$ cat config.mk
export PLATFORM = sky130hd
export DESIGN_NAME = sb_unpack_ctrl_flat
export DESIGN_NICKNAME = d
export VERILOG_FILES = /design/src/rtl/sb_unpack_ctrl_if.sv /design/src/rtl/sb_unpack_ctrl.sv /design/src/flat_wrapper.sv
export SDC_FILE = /design/constraint.sdc
export NUM_CORES = 1
export LEC_CHECK = 0
export CAP_MARGIN = 20
export CORE_UTILIZATION = 58
export CTS_CLUSTER_SIZE = 28
export DETAILED_ROUTE_END_ITERATION = 12
export PLACE_DENSITY = 0.84
export SYNTH_ARGS = -nofsm -noshare
export SYNTH_HDL_FRONTEND = slang
export SYNTH_SLANG_ARGS = --single-unit
$ cat constraint.sdc
create_clock -name clk -period 4.75 [get_ports clk]
set_clock_uncertainty 0.15 [all_clocks]
set_input_delay 0.95 -clock clk [delete_from_list [all_inputs] [get_ports clk]]
set_output_delay 0.95 -clock clk [all_outputs]
set_load 0.01 [all_outputs]
$ cat src/rtl/sb_unpack_ctrl_if.sv
// sb_unpack_ctrl_if: job-control, SB-read and unpacker-control signals of the SB unpack sequencer.
//   i_start/i_base_addr/i_count/i_prec/i_signed : job request
//   i_ready / o_valid                           : value handshake with downstream
//   o_busy / o_done                             : job status
//   o_rd_en / o_rd_addr                         : SB row read (data next cycle)
//   o_load / o_s / o_n / o_se / o_ze            : unpacker controls
// Modports: master = job/consumer side, slave = the sequencer.
interface sb_unpack_ctrl_if #(
    parameter int unsigned N          = 16,
    parameter int unsigned SHIFT_BITS = 5,
    parameter int unsigned ADDR_W     = 10,
    parameter int unsigned CNT_W      = 12
);
    logic                    i_start;
    logic [ADDR_W-1:0]       i_base_addr;
    logic [CNT_W-1:0]        i_count;
    logic [SHIFT_BITS-1:0]   i_prec;
    logic                    i_signed;
    logic                    i_ready;
    logic                    o_busy;
    logic                    o_done;
    logic                    o_rd_en;
    logic [ADDR_W-1:0]       o_rd_addr;
    logic [1:0]              o_load;
    logic [SHIFT_BITS-1:0]   o_s;
    logic [SHIFT_BITS-2:0]   o_n;
    logic [N-1:0]            o_se;
    logic [N-1:0]            o_ze;
    logic                    o_valid;

    modport master (
        output i_start, i_base_addr, i_count, i_prec, i_signed, i_ready,
        input  o_busy, o_done, o_rd_en, o_rd_addr, o_load, o_s, o_n, o_se, o_ze, o_valid
    );

    modport slave (
        input  i_start, i_base_addr, i_count, i_prec, i_signed, i_ready,
        output o_busy, o_done, o_rd_en, o_rd_addr, o_load, o_s, o_n, o_se, o_ze, o_valid
    );
endinterface

$ cat src/rtl/sb_unpack_ctrl.sv
// sb_unpack_ctrl: sequencer in front of the SB weight unpacker. Walks a stream of n-bit values packed
// back-to-back in N-bit SB rows, keeping a 2N-bit ping-pong register (slot0/slot1) fed with rows and
// presenting one value per cycle under valid/ready.
// Ports:
//   clk  - clock
//   rst  - asynchronous active-high reset; aborts any job
//   bus  - sb_unpack_ctrl_if.slave: job request, SB read, unpacker controls, value handshake
module sb_unpack_ctrl #(
    parameter int unsigned N          = 16,
    parameter int unsigned SHIFT_BITS = 5,
    parameter int unsigned ADDR_W     = 10,
    parameter int unsigned CNT_W      = 12
) (
    input logic             clk,
    input logic             rst,
    sb_unpack_ctrl_if.slave bus
);
    localparam int unsigned RW    = CNT_W + SHIFT_BITS;
    localparam int unsigned LOG_N = $clog2(N);
    localparam int unsigned MSB   = SHIFT_BITS - 1;

    typedef enum logic [1:0] {StIdle, StFill, StRun} state_e;
    state_e state_q, state_d;

    logic [SHIFT_BITS-1:0] prec_q, p_q, p_next, p_end;
    logic [CNT_W-1:0]      cnt_q;
    logic [RW-1:0]         rows_needed_q, rows_issued_q, rows_calc, prod;
    logic [1:0]            fill_q;
    logic [1:0]            ready_q, ready_d;
    logic                  rd_en_q, rd_slot_q;
    logic [ADDR_W-1:0]     rd_addr_q;
    logic [1:0]            load_q;
    logic                  done_q;
    logic [N-1:0]          se_q, ze_q, low_mask, se_calc, ze_calc;
    logic                  start_job, full_prec, slot_p, valid, hs, consumed, refill, last;

    // Job parameters derived from the request
    always_comb begin
        prod      = RW'(bus.i_count) * RW'(bus.i_prec);
        rows_calc = (prod + RW'(N - 1)) >> LOG_N;
        full_prec = (bus.i_prec == SHIFT_BITS'(N));
        low_mask  = full_prec ? '1 : ((N'(1) << bus.i_prec) - N'(1));
        se_calc   = (bus.i_signed && !full_prec) ? ~low_mask : '0;
        ze_calc   = (bus.i_signed && !full_prec) ? '1 : low_mask;
    end

    // Value window p..p+n-1 wraps mod 2N; the top pointer bit selects the slot.
    always_comb begin
        start_job = (state_q == StIdle) && bus.i_start;
        slot_p    = p_q[MSB];
        p_next    = p_q + prec_q;
        p_end     = p_next - SHIFT_BITS'(1);
        valid     = (state_q == StRun) && ready_q[slot_p] && ready_q[p_end[MSB]];
        hs        = valid && bus.i_ready;
        // Leaving slot(p) means every bit of it has been used
        consumed  = hs && (p_next[MSB] != slot_p);
        refill    = consumed && (rows_issued_q < rows_needed_q);
        last      = hs && (cnt_q == CNT_W'(1));
    end

    always_comb begin
        ready_d = ready_q | load_q;
        if (start_job) ready_d = '0;
        if (consumed) ready_d[slot_p] = 1'b0;
    end

    // State register
    always_ff @(posedge clk or posedge rst) begin
        if (rst) state_q <= StIdle;
        else     state_q <= state_d;
    end

    // Next state
    always_comb begin
        state_d = state_q;
        case (state_q)
            StIdle:  if (start_job && bus.i_count != '0) state_d = StFill;
            StFill:  if (fill_q == 2'd2) state_d = StRun;
            StRun:   if (last) state_d = StIdle;
            default: state_d = StIdle;
        endcase
    end

    // Outputs
    always_comb begin
        bus.o_busy    = (state_q != StIdle);
        bus.o_valid   = valid;
        bus.o_done    = done_q;
        bus.o_rd_en   = rd_en_q;
        bus.o_rd_addr = rd_addr_q;
        bus.o_load    = load_q;
        bus.o_s       = p_q;
        bus.o_n       = prec_q[SHIFT_BITS-2:0];
        bus.o_se      = se_q;
        bus.o_ze      = ze_q;
    end

    // Datapath: job registers, read issue, load strobes
    always_ff @(posedge clk or posedge rst) begin
        if (rst) begin
            prec_q        <= '0;
            p_q           <= '0;
            cnt_q         <= '0;
            rows_needed_q <= '0;
            rows_issued_q <= '0;
            fill_q        <= '0;
            ready_q       <= '0;
            rd_en_q       <= 1'b0;
            rd_slot_q     <= 1'b0;
            rd_addr_q     <= '0;
            load_q        <= '0;
            done_q        <= 1'b0;
            se_q          <= '0;
            ze_q          <= '0;
        end else begin
            ready_q <= ready_d;
            // SB data arrives the cycle after the read; strobe the slot it was issued for
            load_q  <= rd_en_q ? (rd_slot_q ? 2'b10 : 2'b01) : 2'b00;
            done_q  <= (start_job && bus.i_count == '0) || last;
            rd_en_q <= 1'b0;
            case (state_q)
                StIdle: begin
                    if (start_job && bus.i_count != '0) begin
                        prec_q        <= bus.i_prec;
                        cnt_q         <= bus.i_count;
                        rows_needed_q <= rows_calc;
                        se_q          <= se_calc;
                        ze_q          <= ze_calc;
                        p_q           <= '0;
                        fill_q        <= '0;
                        rd_en_q       <= 1'b1;
                        rd_slot_q     <= 1'b0;
                        rd_addr_q     <= bus.i_base_addr;
                        rows_issued_q <= RW'(1);
                    end
                end
                StFill: begin
                    fill_q <= fill_q + 2'd1;
                    if (fill_q == 2'd0 && rows_needed_q > RW'(1)) begin
                        rd_en_q       <= 1'b1;
                        rd_slot_q     <= 1'b1;
                        rd_addr_q     <= rd_addr_q + ADDR_W'(1);
                        rows_issued_q <= RW'(2);
                    end
                end
                StRun: begin
                    if (hs) begin
                        p_q   <= p_next;
                        cnt_q <= cnt_q - CNT_W'(1);
                        if (refill) begin
                            rd_en_q       <= 1'b1;
                            rd_slot_q     <= slot_p;
                            rd_addr_q     <= rd_addr_q + ADDR_W'(1);
                            rows_issued_q <= rows_issued_q + RW'(1);
                        end
                    end
                end
                default: ;
            endcase
        end
    end
endmodule

$ cat src/flat_wrapper.sv
// flat-port wrapper written by rule: the top's interface ports become plain ports
module sb_unpack_ctrl_flat 
#(
    parameter int unsigned N          = 16,
    parameter int unsigned SHIFT_BITS = 5,
    parameter int unsigned ADDR_W     = 10,
    parameter int unsigned CNT_W      = 12
)
  (clk, rst, bus_i_start, bus_i_base_addr, bus_i_count, bus_i_prec, bus_i_signed, bus_i_ready, bus_o_busy, bus_o_done, bus_o_rd_en, bus_o_rd_addr, bus_o_load, bus_o_s, bus_o_n, bus_o_se, bus_o_ze, bus_o_valid);
  sb_unpack_ctrl_if #(.N(N), .SHIFT_BITS(SHIFT_BITS), .ADDR_W(ADDR_W), .CNT_W(CNT_W)) bus_i ();
  input logic clk;
  input logic rst;
  input wire logic [$bits(bus_i.i_start)-1:0] bus_i_start;
  input wire logic [$bits(bus_i.i_base_addr)-1:0] bus_i_base_addr;
  input wire logic [$bits(bus_i.i_count)-1:0] bus_i_count;
  input wire logic [$bits(bus_i.i_prec)-1:0] bus_i_prec;
  input wire logic [$bits(bus_i.i_signed)-1:0] bus_i_signed;
  input wire logic [$bits(bus_i.i_ready)-1:0] bus_i_ready;
  output wire logic [$bits(bus_i.o_busy)-1:0] bus_o_busy;
  output wire logic [$bits(bus_i.o_done)-1:0] bus_o_done;
  output wire logic [$bits(bus_i.o_rd_en)-1:0] bus_o_rd_en;
  output wire logic [$bits(bus_i.o_rd_addr)-1:0] bus_o_rd_addr;
  output wire logic [$bits(bus_i.o_load)-1:0] bus_o_load;
  output wire logic [$bits(bus_i.o_s)-1:0] bus_o_s;
  output wire logic [$bits(bus_i.o_n)-1:0] bus_o_n;
  output wire logic [$bits(bus_i.o_se)-1:0] bus_o_se;
  output wire logic [$bits(bus_i.o_ze)-1:0] bus_o_ze;
  output wire logic [$bits(bus_i.o_valid)-1:0] bus_o_valid;
  assign bus_i.i_start = bus_i_start;
  assign bus_i.i_base_addr = bus_i_base_addr;
  assign bus_i.i_count = bus_i_count;
  assign bus_i.i_prec = bus_i_prec;
  assign bus_i.i_signed = bus_i_signed;
  assign bus_i.i_ready = bus_i_ready;
  assign bus_o_busy = bus_i.o_busy;
  assign bus_o_done = bus_i.o_done;
  assign bus_o_rd_en = bus_i.o_rd_en;
  assign bus_o_rd_addr = bus_i.o_rd_addr;
  assign bus_o_load = bus_i.o_load;
  assign bus_o_s = bus_i.o_s;
  assign bus_o_n = bus_i.o_n;
  assign bus_o_se = bus_i.o_se;
  assign bus_o_ze = bus_i.o_ze;
  assign bus_o_valid = bus_i.o_valid;
  sb_unpack_ctrl #(.N(N), .SHIFT_BITS(SHIFT_BITS), .ADDR_W(ADDR_W), .CNT_W(CNT_W)) u_core (.clk(clk), .rst(rst), .bus(bus_i));
endmodule
==> key figures, run 1 <==
Route
  • Final ANT Viol Nets: 0
  • Via Count: 6980
  • Drc violations: 0
  • DR iter-0 viols: 537
  • Via/cell ratio: 5.77
  • DR WL/cell: 15.3 um
  • Drt total wl: 18500 um
  • Drt pass-1 iters: 5

Clocking
  • Root Buffer: clkbuf_16
  • CTS Buf Count: 9
  • CTS tree: done
  • Worst skew pair latency: 0.35 ns
  • # H-tree levels: 3
  • Clock slew at reported path FFs: 0.07 ns
  • Clock sinks: 105
  • CTS max path bufs: 2

Place
  • Cells after DPL: 1189
  • I/O Buffers: 88
  • Final GP Congestion: 0.845
  • Post-place setup slack: -0.651 ns
  • Placed inst area: 9240 um^2
  • Final HPWL DP: 13700 um

Timing
  • RSZ-0062 raised after global routing: yes
  • Max Clock Freq: 0.216 GHz
  • PnR worst setup slack: 0.114 ns
  • Final Setup Violations: 0
  • Slew Limit Fails: 0
  • Worst rel slew slack: 30.5%
  • Final min period: 4.64 ns
  • Slew at the pin closest to its max-slew limit: 1.04 ns
  • Endpoints failing hold: 0
  • Final Cycle Share: 97.6%

Layout
  • Fill count: 993
  • Layout cell share with drive strength beyond 1: 12.5%
  • Area Overhead vs Synth: 22.1%
  • Non-Filler Instances: 1209
  • Final net count: 1149
  • Final Cell Area: 9560 um^2
  • Number of diodes: 0

Floorplan
  • Starting Density: 59.4%
  • Die Ht: 118 um
  • I/O pin count: 89
  • Row count: 42
  • Core Region: 13200 um^2
  • Die X: 118 um
  • Die area: 14000 um^2

Synth
  • Ys Warns: 0
  • Largest family of logic cells by synthesized area: simple AND/OR/NAND/NOR gates
  • Share of the synthesized area in the top cell type: 33.5%
  • Cell area after synthesis: 7830 um^2
  • Predominant post-synthesis flop cell: dfrtp_1
  • Most frequent cell after synthesis: nand2_1
  • Syn_nets: 1039
  • Syn Area/Cell: 8.53 um^2
  • Seq/Total Area, Yosys: 33.5%
  • Post-synthesis async set-or-reset flop share: 100%
  • Post-synthesis compound-gate area fraction: 18.1%
  • Netlist cell types: 60
  • Area leader, netlist: dfrtp_1
  • Mapped Cells: 918
  • Synth Area in XOR/XNOR: 1.45%
  • Post-synth EDFFs: 0
  • Largest cells by area after synthesis: dfrtp_1 34%, ha_1 8.8%, fa_1 8.7%, nand2_1 5.7%, inv_1 4.6%
  • Adder-Cell Fraction of Synth Area: 17.5%
  • Synth Register Bits: 105
  • Mux cell area share after synthesis: 0.671%
  • Post-Synth Simple-Gate Area: 21.4%
  • Post-synth top cells: 120 x nand2_1, 105 x dfrtp_1, 95 x inv_1

Setup path
  • Critical Path RT: 4.86 ns
  • CP Class: input port to flip-flop
  • Slowest-stage cell, CP: fa_1
  • Crit end category: flip-flop
  • Critical path's largest stage delay: 0.58 ns
  • CP max FO: 3
  • Crit path arrival time: 4.74 ns
  • Cell chain of the critical path: clkdlybuf4s50_1, nand2_1, fa_1, fa_2, fa_1, inv_1, ha_1, a311oi_2, nor3_2, o31a_1, and4_1, o31a_1, o31ai_2
  • Slack of the worst reg-to-reg path: 1.08 ns
  • Startpoint types: input port

GRT
  • All-Layer GR Usage: 27.6%
  • Aggregate global routing overflow: 0
  • Largest net degree at the start of global routing: 51
  • Initial antenna violation count: 0
  • First-pass GRT wire length: 31300 um
  • Vias in the first global route: 6643

Power
  • Pwr/cell area: 499 nW/um^2
  • Leak pwr: 4.47 nW
  • VDD IR max: 0.245 mV
  • Total power: 0.00478 W

Status
  • Status: complete, no violations

Worst hold path
  • Class of the worst hold path: flip-flop to flip-flop

Job
  • MaxCap Viol Count: 0
==> layout by cell type, fill, tap and decap left out, drive strengths merged, types with 13 or more instances in the layout <==
cell type      count
nor3              15
clkdlybuf4s50     73
dfrtp            105
inv               96
o21ai             72
a21oi             52
o31ai             13
fa                34
ha                55
nand3             29
a31oi             17
buf               61
nand2b            13
and2              50
nor2              58
nand2            120
==> layout make-up <==
cell class	count	area (um^2)	share of cell area (%)
Tap cell	176	220	2.30
Clock buffer	11	233	2.43
Multi-Input combinational cell	669	4750	49.7
Inverter	95	359	3.76
Sequential cell	105	2630	27.5
Clock inverter	5	40.0	0.419
Timing Repair Buffer	148	1330	13.9
==> what timing repair did <==
action | 4_1_cts | 5_1_grt
resized for setup | 24 | 13
setup endpoints to repair | 8 | 5
pin swaps | 14 | 14
setup buffers | 4 | 0
hold buffers | 0 | 0
==> flip-flops by register name (all words and copies together) (netlist names) <==
signal and cells:
u_core.bus.o_load 2, u_core.bus.o_rd_addr 10, u_core.ready_q 2, u_core.rows_needed_q 13, u_core.bus.o_done 1, u_core.bus.o_s 5, u_core.rows_issued_q 17, u_core.prec_q 5
u_core.bus.o_se 16, u_core.fill_q 2, u_core.bus.o_ze 16, u_core.bus.o_rd_en 1, u_core.cnt_q 12, u_core.state_q 2, u_core.rd_slot_q 1
==> stage by stage <==
stage,util [%],hold WS (ns),setup TNS [ns]
2_1_floorplan,-,0.267,-0.261
3_3_place_gp,70.1,0.282,-3.41
3_5_place_dp,70.1,0.297,-4.49
4_1_cts,72.4,0.307,0
5_1_grt,72.5,0.331,-0.0215
6_report,72.5,0.301,0
==> layer usage <==
layer | part of all wire (%) | vias to the layer above | wire length, um | GRT usage [%]
met5 | 0 | - | 0 | 0
met4 | 1.5 | 0 | 280 | 7.05
met3 | 5.5 | 24 | 1010 | 4.10
met2 | 48 | 226 | 8840 | 45.7
met1 | 45 | 3376 | 8360 | 37.9
li1 | - | 3354 | - | -
==> kinds of logic (layout without fill, tap and decap cells) <==
kind of cell / count (synthesis) / count (layout)
simple gates: 343 / 343
buf+inv: 144 / 259
mux: 5 / 5
xor+xnor: 13 / 13
flops: 105 / 105
fa+ha+maj: 89 / 89
compound gates: 219 / 219
==> path summary, 6_finish.rpt <==
| kind | from | to | cells after the start |
|---|---|---|---|
| max in group asynchronous | rst | u_core.bus.o_se[14] | 3 |
| worst max register to register | u_core.prec_q[0] | u_core.rows_issued_q[4] | 10 |
| worst min-delay path | u_core.rd_slot_q | u_core.bus.o_load[0] | 1 |
| worst max-delay path | bus_i_count[0] | u_core.rows_needed_q[12] | 13 |
| worst min register to register | u_core.rd_slot_q | u_core.bus.o_load[0] | 1 |
| min in group asynchronous | rst | u_core.bus.o_s[2] | 2 |
==> worst max-delay path, delay by kind of cell <==
| family | cells | cell delay (ns) |
|---|---|---|
| adders and majority gates | 4 | 1.80 |
| AOI/OAI and AO/OA | 4 | 1.06 |
| buffers and inverters | 2 | 0.54 |
| and+or+nand+nor | 3 | 0.36 |
==> where the power goes <==
part           switching [W]  internal (W)
Clock               0.000344      0.000359
Combinational        0.00136       0.00121
Sequential          0.000288       0.00121
Power figures use the tool's default switching activity.
==> run 2, diff against run 1 <==
- CAP_MARGIN: 20 -> 0
==> results of run 2 <==
The final DEF is identical to that of run 1; final timing and power are the same.
